### config.mk
export PLATFORM = sky130hd
export DESIGN_NAME = dmem_arbiter_flat
export DESIGN_NICKNAME = d
export VERILOG_FILES = /design/src/rtl/dmem_arb_pkg.sv /design/src/rtl/dmem_arbiter_if.sv /design/src/rtl/dmem_arb_starve_ctr.sv /design/src/rtl/dmem_arbiter.sv /design/src/flat_wrapper.sv
export SDC_FILE = /design/constraint.sdc
export NUM_CORES = 1
export LEC_CHECK = 0
export CORE_ASPECT_RATIO = 1.75
export CORE_MARGIN = 10
export CORE_UTILIZATION = 30
export DETAILED_ROUTE_END_ITERATION = 10
export GPL_ROUTABILITY_DRIVEN = 0
export MAX_ROUTING_LAYER = met4
export PLACE_DENSITY = 0.72
export SETUP_SLACK_MARGIN = 0.3
export SYNTH_ARGS = -nofsm -noshare
export SYNTH_HDL_FRONTEND = slang
export SYNTH_SLANG_ARGS = --single-unit
### constraint.sdc
create_clock -name clk -period 1.75 [get_ports clk]
set_input_delay 0.4375 -clock clk [delete_from_list [all_inputs] [get_ports clk]]
set_output_delay 0.4375 -clock clk [all_outputs]
set_load 0.02 [all_outputs]
### src/rtl/dmem_arb_pkg.sv
// rtl/dmem_arb_pkg.sv - shared widths, state and requester encodings for the data-memory arbiter
package dmem_arb_pkg;

  localparam int DATA_W = 32;
  localparam int ADDR_W = 32;
  localparam int STARVE_W = 8;

  typedef enum logic [0:0] {
    ARB_IDLE    = 1'b0,
    ARB_RD_RESP = 1'b1
  } arb_state_e;

  typedef enum logic [0:0] {
    REQ_CPU = 1'b0,
    REQ_DBG = 1'b1
  } req_id_e;

  // Out-of-range limits are pinned into 1..255 so the counter compare stays reachable.
  function automatic logic [STARVE_W-1:0] starve_limit_clamp(input int unsigned limit);
    if (limit < 1) begin
      return STARVE_W'(1);
    end
    if (limit > 255) begin
      return STARVE_W'(255);
    end
    return STARVE_W'(limit);
  endfunction

endpackage

### src/rtl/dmem_arbiter_if.sv
// rtl/dmem_arbiter_if.sv - requester and data-memory signals shared by the arbiter and its clients
interface dmem_arbiter_if;
  import dmem_arb_pkg::*;

  logic              cpu_req;
  logic              cpu_we;
  logic [ADDR_W-1:0] cpu_addr;
  logic [DATA_W-1:0] cpu_wdata;
  logic              cpu_gnt;
  logic              cpu_rvalid;
  logic [DATA_W-1:0] cpu_rdata;

  logic              dbg_req;
  logic              dbg_we;
  logic [ADDR_W-1:0] dbg_addr;
  logic [DATA_W-1:0] dbg_wdata;
  logic              dbg_gnt;
  logic              dbg_rvalid;
  logic [DATA_W-1:0] dbg_rdata;

  logic              mem_we;
  logic [ADDR_W-1:0] mem_addr;
  logic [DATA_W-1:0] mem_wdata;
  logic [DATA_W-1:0] mem_rdata;

  modport slave (
    input  cpu_req, cpu_we, cpu_addr, cpu_wdata,
    output cpu_gnt, cpu_rvalid, cpu_rdata,
    input  dbg_req, dbg_we, dbg_addr, dbg_wdata,
    output dbg_gnt, dbg_rvalid, dbg_rdata,
    output mem_we, mem_addr, mem_wdata,
    input  mem_rdata
  );

  modport master (
    output cpu_req, cpu_we, cpu_addr, cpu_wdata,
    input  cpu_gnt, cpu_rvalid, cpu_rdata,
    output dbg_req, dbg_we, dbg_addr, dbg_wdata,
    input  dbg_gnt, dbg_rvalid, dbg_rdata,
    input  mem_we, mem_addr, mem_wdata,
    output mem_rdata
  );

endinterface

### src/rtl/dmem_arb_starve_ctr.sv
// rtl/dmem_arb_starve_ctr.sv - saturating count of consecutive refused debug cycles
module dmem_arb_starve_ctr
  import dmem_arb_pkg::*;
#(
  parameter int unsigned STARVE_LIMIT = 8
) (
  input  logic clk,
  input  logic rst_n,
  input  logic dbg_req,
  input  logic dbg_gnt,
  output logic starve_hit
);

  localparam logic [STARVE_W-1:0] LIMIT = starve_limit_clamp(STARVE_LIMIT);

  logic [STARVE_W-1:0] cnt_q, cnt_d;

  always_comb begin
    cnt_d = cnt_q;
    if (!dbg_req || dbg_gnt) begin
      cnt_d = '0;
    end else if (cnt_q != LIMIT) begin
      cnt_d = cnt_q + STARVE_W'(1);
    end
  end

  always_ff @(posedge clk) begin
    if (!rst_n) begin
      cnt_q <= '0;
    end else begin
      cnt_q <= cnt_d;
    end
  end

  assign starve_hit = (cnt_q == LIMIT);

endmodule

### src/rtl/dmem_arbiter.sv
// rtl/dmem_arbiter.sv - CPU/debug arbiter for the single data-memory port, one transaction at a time
// DMEM_ARB_STARVE_EN adds a debug anti-starvation override; otherwise the CPU has strict priority.
module dmem_arbiter
  import dmem_arb_pkg::*;
#(
  parameter int unsigned STARVE_LIMIT = 8
) (
  input logic            clk,
  input logic            rst_n,
  dmem_arbiter_if.slave  bus
);

  localparam logic [0:0] ST_IDLE    = ARB_IDLE;
  localparam logic [0:0] ST_RD_RESP = ARB_RD_RESP;

  logic [0:0]        state_q, state_d;
  req_id_e           id_q, id_d;
  logic [ADDR_W-1:0] addr_q, addr_d;
  logic [DATA_W-1:0] wdata_q, wdata_d;

  logic              idle, rd_resp;
  logic              cpu_win, dbg_win, issue;
  logic              win_we;
  logic [ADDR_W-1:0] win_addr;
  logic [DATA_W-1:0] win_wdata;
  logic              dbg_override;

`ifdef DMEM_ARB_STARVE_EN
  logic starve_hit;

  dmem_arb_starve_ctr #(
    .STARVE_LIMIT(STARVE_LIMIT)
  ) u_starve_ctr (
    .clk        (clk),
    .rst_n      (rst_n),
    .dbg_req    (bus.dbg_req),
    .dbg_gnt    (dbg_win),
    .starve_hit (starve_hit)
  );

  assign dbg_override = starve_hit & bus.dbg_req;
`else
  logic unused_starve_limit;

  assign unused_starve_limit = ^starve_limit_clamp(STARVE_LIMIT);
  assign dbg_override        = 1'b0;
`endif

  // Reset gates every output so nothing leaks from a transaction cut short by rst_n.
  always_comb begin
    idle      = rst_n && (state_q == ST_IDLE);
    rd_resp   = rst_n && (state_q == ST_RD_RESP);
    cpu_win   = idle && bus.cpu_req && !dbg_override;
    dbg_win   = idle && bus.dbg_req && (!bus.cpu_req || dbg_override);
    issue     = cpu_win || dbg_win;
    win_we    = dbg_win ? bus.dbg_we    : bus.cpu_we;
    win_addr  = dbg_win ? bus.dbg_addr  : bus.cpu_addr;
    win_wdata = dbg_win ? bus.dbg_wdata : bus.cpu_wdata;
  end

  always_comb begin
    state_d = ST_IDLE;
    id_d    = id_q;
    addr_d  = addr_q;
    wdata_d = wdata_q;
    if (issue) begin
      state_d = win_we ? ST_IDLE : ST_RD_RESP;
      id_d    = dbg_win ? REQ_DBG : REQ_CPU;
      addr_d  = win_addr;
      wdata_d = win_wdata;
    end
  end

  always_ff @(posedge clk) begin
    if (!rst_n) begin
      state_q <= ST_IDLE;
      id_q    <= REQ_CPU;
      addr_q  <= '0;
      wdata_q <= '0;
    end else begin
      state_q <= state_d;
      id_q    <= id_d;
      addr_q  <= addr_d;
      wdata_q <= wdata_d;
    end
  end

  always_comb begin
    bus.cpu_gnt    = cpu_win;
    bus.dbg_gnt    = dbg_win;
    bus.cpu_rvalid = rd_resp && (id_q == REQ_CPU);
    bus.dbg_rvalid = rd_resp && (id_q == REQ_DBG);
    bus.cpu_rdata  = bus.cpu_rvalid ? bus.mem_rdata : '0;
    bus.dbg_rdata  = bus.dbg_rvalid ? bus.mem_rdata : '0;
    bus.mem_we     = issue && win_we;
    bus.mem_addr   = '0;
    bus.mem_wdata  = '0;
    // The hold registers keep the read address steady through the response cycle.
    if (issue) begin
      bus.mem_addr  = win_addr;
      bus.mem_wdata = win_wdata;
    end else if (rst_n) begin
      bus.mem_addr  = addr_q;
      bus.mem_wdata = wdata_q;
    end
  end

endmodule

### src/flat_wrapper.sv
// flat-port wrapper written by rule: the top's interface ports become plain ports
module dmem_arbiter_flat import dmem_arb_pkg::*;
#(
  parameter int unsigned STARVE_LIMIT = 8
)
  (clk, rst_n, bus_cpu_req, bus_cpu_we, bus_cpu_addr, bus_cpu_wdata, bus_cpu_gnt, bus_cpu_rvalid, bus_cpu_rdata, bus_dbg_req, bus_dbg_we, bus_dbg_addr, bus_dbg_wdata, bus_dbg_gnt, bus_dbg_rvalid, bus_dbg_rdata, bus_mem_we, bus_mem_addr, bus_mem_wdata, bus_mem_rdata);
  dmem_arbiter_if bus_i ();
  input logic clk;
  input logic rst_n;
  input wire logic [$bits(bus_i.cpu_req)-1:0] bus_cpu_req;
  input wire logic [$bits(bus_i.cpu_we)-1:0] bus_cpu_we;
  input wire logic [$bits(bus_i.cpu_addr)-1:0] bus_cpu_addr;
  input wire logic [$bits(bus_i.cpu_wdata)-1:0] bus_cpu_wdata;
  output wire logic [$bits(bus_i.cpu_gnt)-1:0] bus_cpu_gnt;
  output wire logic [$bits(bus_i.cpu_rvalid)-1:0] bus_cpu_rvalid;
  output wire logic [$bits(bus_i.cpu_rdata)-1:0] bus_cpu_rdata;
  input wire logic [$bits(bus_i.dbg_req)-1:0] bus_dbg_req;
  input wire logic [$bits(bus_i.dbg_we)-1:0] bus_dbg_we;
  input wire logic [$bits(bus_i.dbg_addr)-1:0] bus_dbg_addr;
  input wire logic [$bits(bus_i.dbg_wdata)-1:0] bus_dbg_wdata;
  output wire logic [$bits(bus_i.dbg_gnt)-1:0] bus_dbg_gnt;
  output wire logic [$bits(bus_i.dbg_rvalid)-1:0] bus_dbg_rvalid;
  output wire logic [$bits(bus_i.dbg_rdata)-1:0] bus_dbg_rdata;
  output wire logic [$bits(bus_i.mem_we)-1:0] bus_mem_we;
  output wire logic [$bits(bus_i.mem_addr)-1:0] bus_mem_addr;
  output wire logic [$bits(bus_i.mem_wdata)-1:0] bus_mem_wdata;
  input wire logic [$bits(bus_i.mem_rdata)-1:0] bus_mem_rdata;
  assign bus_i.cpu_req = bus_cpu_req;
  assign bus_i.cpu_we = bus_cpu_we;
  assign bus_i.cpu_addr = bus_cpu_addr;
  assign bus_i.cpu_wdata = bus_cpu_wdata;
  assign bus_cpu_gnt = bus_i.cpu_gnt;
  assign bus_cpu_rvalid = bus_i.cpu_rvalid;
  assign bus_cpu_rdata = bus_i.cpu_rdata;
  assign bus_i.dbg_req = bus_dbg_req;
  assign bus_i.dbg_we = bus_dbg_we;
  assign bus_i.dbg_addr = bus_dbg_addr;
  assign bus_i.dbg_wdata = bus_dbg_wdata;
  assign bus_dbg_gnt = bus_i.dbg_gnt;
  assign bus_dbg_rvalid = bus_i.dbg_rvalid;
  assign bus_dbg_rdata = bus_i.dbg_rdata;
  assign bus_mem_we = bus_i.mem_we;
  assign bus_mem_addr = bus_i.mem_addr;
  assign bus_mem_wdata = bus_i.mem_wdata;
  assign bus_i.mem_rdata = bus_mem_rdata;
  dmem_arbiter #(.STARVE_LIMIT(STARVE_LIMIT)) u_core (.clk(clk), .rst_n(rst_n), .bus(bus_i));
endmodule
[Yosys cells after proc, flatten, opt, wreduce, memory -nomap -nowiden]
Cells that the tools add are included.
Cells by class
  $add $sub $neg: 0
  $mul: 0
  divide/modulo/power cells: 0
  magnitude comparators: 0
  equal/unequal tests: 0
  shifts and indexed selects: 0
  mux-type cells: 11
  bitwise gates (word level): 2
  reductions and logical operators: 11
Operators with widths (count)
  2-to-1 mux 32 bit: 8
  logical AND 1 bit: 8
  2-to-1 mux 1 bit: 3
  NOT 1 bit: 2
  AND reduction 2 bit: 1
  logical NOT 1 bit: 1
  logical OR 1 bit: 1
Word-level totals
  flip-flop bits (word level): 66
  bits in latches: 0
  bits in writable memories: 0
  memory bits (read-only): 0
  input port bits: 166
  output and inout bits: 133
  memories kept: 0

[Depth between registers and ports, before layout]
  word-level depth: 6
  gate-level depth with buffers: 5

[Least setup slack after synthesis]
Ideal clock, no wire load.
  kind: in2out
  from: input port rst_n
  to: output port bus_mem_addr[11]
  arrival: 1.493 ns
  data required time: 1.312 ns
  path slack: -0.180 ns
  cell stages on the path: 5
  cell sequence: nor2b_1 -> o21ai_1 -> buf_4 -> buf_4 -> mux2i_1
Between the ends
  word-level cells in the longest chain between the ends: 5
  elaborated cells on any way between the ends: 8
  those cells by class: mux: 3; reduce/logical: 5
RTL lines
  start, declared: line flat_wrapper.sv:9  | input logic rst_n;
  logical AND 1 bit: line dmem_arbiter.sv:51  | idle = rst_n && (state_q == ST_IDLE);
  logical AND 1 bit (2 in a row): line dmem_arbiter.sv:54  | dbg_win = idle && bus.dbg_req && (!bus.cpu_req || dbg_override);
  2-to-1 mux 32 bit / logical OR 1 bit (equally long branches): line dmem_arbiter.sv:57, dmem_arbiter.sv:55
  2-to-1 mux 32 bit (*): line dmem_arbiter.sv:99  | if (issue) begin
  end, declared: line flat_wrapper.sv:25  | output wire logic [$bits(bus_i.mem_addr)-1:0] bus_mem_addr;
Every way passes the cells marked *; elsewhere a longest branch is shown, timed or not.

[Worst setup path in the final report]
  from: register u_core.state_q
  to: output port bus_mem_addr[17]
Between the ends
  word-level cells in the longest chain between the ends: 6
  elaborated cells on any way between the ends: 8
  those cells by class: mux: 2; bitwise: 1; reduce/logical: 5
RTL lines
  start, declared: line dmem_arbiter.sv:16  | logic [0:0] state_q, state_d;
  start signal, assigned: line dmem_arbiter.sv:81  | state_q <= state_d;
  NOT 1 bit (*): line dmem_arbiter.sv:51
  logical AND 1 bit (*): line dmem_arbiter.sv:51
  logical AND 1 bit (2 in a row): line dmem_arbiter.sv:54
  2-to-1 mux 32 bit / logical OR 1 bit (equally long branches): line dmem_arbiter.sv:57, dmem_arbiter.sv:55
  2-to-1 mux 32 bit (*): line dmem_arbiter.sv:99
Marks and branches as above.

==> run_results.csv <==
group,metric,value,unit
status,status,"complete, but fails checks",
status,violations,"negative setup slack",
grt,grt_max_degree,44,
power_and_ir_drop,peakVddDrop,0.0005856,V
flow_run,cap_violations,0,
synth,synthTopCellsByArea,"dfxtp_1 (33%), mux2i_1 (32%), a22oi_1 (12%), and2_1 (9.9%), nand2_1 (6.1%)",
worst_setup_path,crit_fanout,5,
route,antenna_left,0,
worst_setup_path,reg2reg_depth,13,
sta,skew,0.007139,ns
placed_design,place_ws,-1.306,ns
clocking,cts_made_buffers,9,
worst_setup_path,startpoint_type,"flop",
synth,mappedNetlistNets,607,
synth,synth-main-ff-cell,"dfxtp_1",
finish,drive_gt1_share,62.07,%
clocking,cts_tree,"built",
die,rows,56,
synth,synth_edf_count,0,
die,start_util,30.36,%
grt,grt_overflow,0,
hold_path,hp-class,"flop to flop",
power_and_ir_drop,p_leak,5.029,nW
placed_design,place_area,8593,µm²
finish,syn2layout_area_growth,171.2,%
finish,final_area,10960,µm²
sta,period_minus_slack,2.389,ns
worst_setup_path,rr_endpoint,"u_core.wdata_q[7]",
clocking,clk_pin_slew,0.06,ns
hold_path,min_to,"u_core.wdata_q[23]",
route,dr_total_vias,5753,
die,core,13310,µm²
clocking,cts_root_buf,"clkbuf_16",
sta,whs,0.4893,ns
finish,layout.nets,1098,
hold_path,min_delay_path_depth,2,
route,first_pass_iters,4,
die,die_x,107.7,µm
worst_setup_path,cp-end-kind,"output pin",
sta,fin_ws,-0.6387,ns
synth,yosysSeqAreaShare,32.69,%
die,dieArea,18700,µm²
worst_setup_path,worstReg2RegStart,"u_core.state_q",
sta,rsz0062_at_grt,"yes",
grt,antenna_found_initial,0,
die,die_h,173.5,µm
route,via_per_inst,5.183,
placed_design,portBuffers,298,
route,drt_first_iter_violations,234,
synth,synth_top_area_share,32.69,%
sta,fmax,418.6,MHz
route,wl,27180,µm
clocking,numClockSinks,66,
clocking,cts_max_level,3,
synth,avgSynthCellArea,9.164,µm²
power_and_ir_drop,p_per_area,610.6,nW/µm²
sta,drv_slew,0,
worst_setup_path,criticalPathCategory,"flop to output pin",
sta,finalHoldViolCount,0,
sta,setup_viol,133,
route,avgRoutedWirePerCell,24.49,µm
synth,ys_seq_elements,66,
grt,grt_pass1_vias,6075,
clocking,clock_path_buffers,2,
synth,netlist_area,4041,µm²
clocking,clock_latency,0.34,ns
hold_path,hp-start,"u_core.wdata_q[23]",
grt,grt_usage,24.97,%
sta,slew_headroom,66.63,%
synth,synthTopCellsByCount,"mux2i_1 (128), dfxtp_1 (66), nand2_1 (66)",
sta,period_share,136.5,%
placed_design,hpwl,16110,µm
finish,diodes,0,
synth,async_flop_share,0,%
worst_setup_path,rrSetupSlack,-0.30,ns
route,drc,0,
worst_setup_path,cp_data_arrival_time,1.95,ns
synth,synth_top_area_cell,"dfxtp_1",
die,pin_count,299,
grt,grt_pass1_wl,35460,µm
synth,ys_types,21,
synth,yosys_warnings,0,
worst_setup_path,required,1.31,ns
sta,worst_pin_slew,0.5005,ns
synth,synth_most_common_cell,"mux2i_1",
synth,synthCells,441,
[worst max-delay path, stage by stage (launching register included)]
cell and delay (ns):
dfxtp_4 0.36, nand4bb_4 0.27, buf_6 0.19, buf_16 0.12, buf_8 0.13, a22oi_2 0.15, buf_4 0.17, mux2i_4 0.07
buf_6 0.14
[worst max path at each step]
stage                   start           endpoint  slack [ns]  depth (start not counted)
6_report       u_core.state_q   bus_mem_addr[17]       -0.64                          8
5_1_grt        u_core.state_q   bus_mem_addr[17]       -0.67                          8
4_1_cts        u_core.state_q  bus_mem_wdata[31]       -0.55                          7
3_5_place_dp      bus_cpu_req   bus_mem_addr[11]       -1.31                          7
3_3_place_gp      bus_cpu_req   bus_mem_addr[11]       -1.25                          7
2_1_floorplan           rst_n    bus_mem_addr[0]       -0.09                          5
[per-stage QoR]
step | TNS (ns) | instances | utilization, % | power [W]
floorplan | -5.130 | 441 | - | 0.002876
global placement | -143.66 | 972 | 64.55 | 0.004038
detailed placement | -152.17 | 972 | 64.55 | 0.004095
CTS | -46.92 | 1061 | 77.39 | 0.006426
global route | -59.69 | 1110 | 82.33 | 0.006911
finish | -54.95 | 1110 | 82.33 | 0.006692
[logic make-up after synthesis]
group / after synthesis / synth area share (%)
AO/OA/AOI/OAI: 68 / 12.51
multiplexers: 128 / 31.70
flip-flops: 66 / 32.69
buffers and inverters: 43 / 6.006
AND/OR/NAND/NOR: 136 / 17.09
[cells in the final DEF, fill, tap and decap left out, types with 14 or more instances in the layout]
master | synthesis | final
buf_6 | 3 | 174
clkdlybuf4s50_1 | 0 | 162
buf_4 | 12 | 132
nand2_1 | 66 | 65
dfxtp_1 | 66 | 65
a22oi_2 | 0 | 64
and2_4 | 0 | 64
mux2i_1 | 128 | 62
mux2i_2 | 0 | 44
buf_12 | 0 | 25
mux2i_4 | 0 | 22
buf_8 | 0 | 14
[final cells by class]
class	count	area (µm²)
fill	658	2352
inverter	2	11.26
sequential	66	1325
tap	174	217.7
clock inverter	4	73.82
clock buffer	11	252.7
multi-input combinational	332	3477
timing repair buffer	521	5603
[sequential cells by signal (all words and copies together) (netlist names)]
signal,cells
u_core.wdata_q,32
u_core.id_q,1
u_core.state_q,1
u_core.addr_q,32
[routing by layer]
metal / track usage [%] / part of all wire (%) / wire (µm)
met1: 22.91 / 33 / 9020
met5: - / 0 / 0
met4: 13.14 / 5.7 / 1558
met3: 4.356 / 5.5 / 1502
met2: 46.75 / 56 / 15100
[report_power, final]
group	total, W	internal (W)	leakage [nW]	switching, W
Clock	0.00201	0.00132	0.162	0.000688
Combinational	0.00295	0.00168	4.32	0.00127
Sequential	0.00173	0.00168	0.551	0.0000553
Total	0.00669	0.00468	5.03	0.00202
[repair_timing]
| item | CTS | global route |
|---|---|---|
| hold buffers | 0 | 0 |
| gates resized for setup | 922 | 82 |
| gates cloned | 10 | 1 |
| buffers inserted | 64 | 48 |
| pin swaps | 20 | 32 |
| endpoints found under the setup margin | 199 | 190 |
Power figures use the tool's default switching activity.
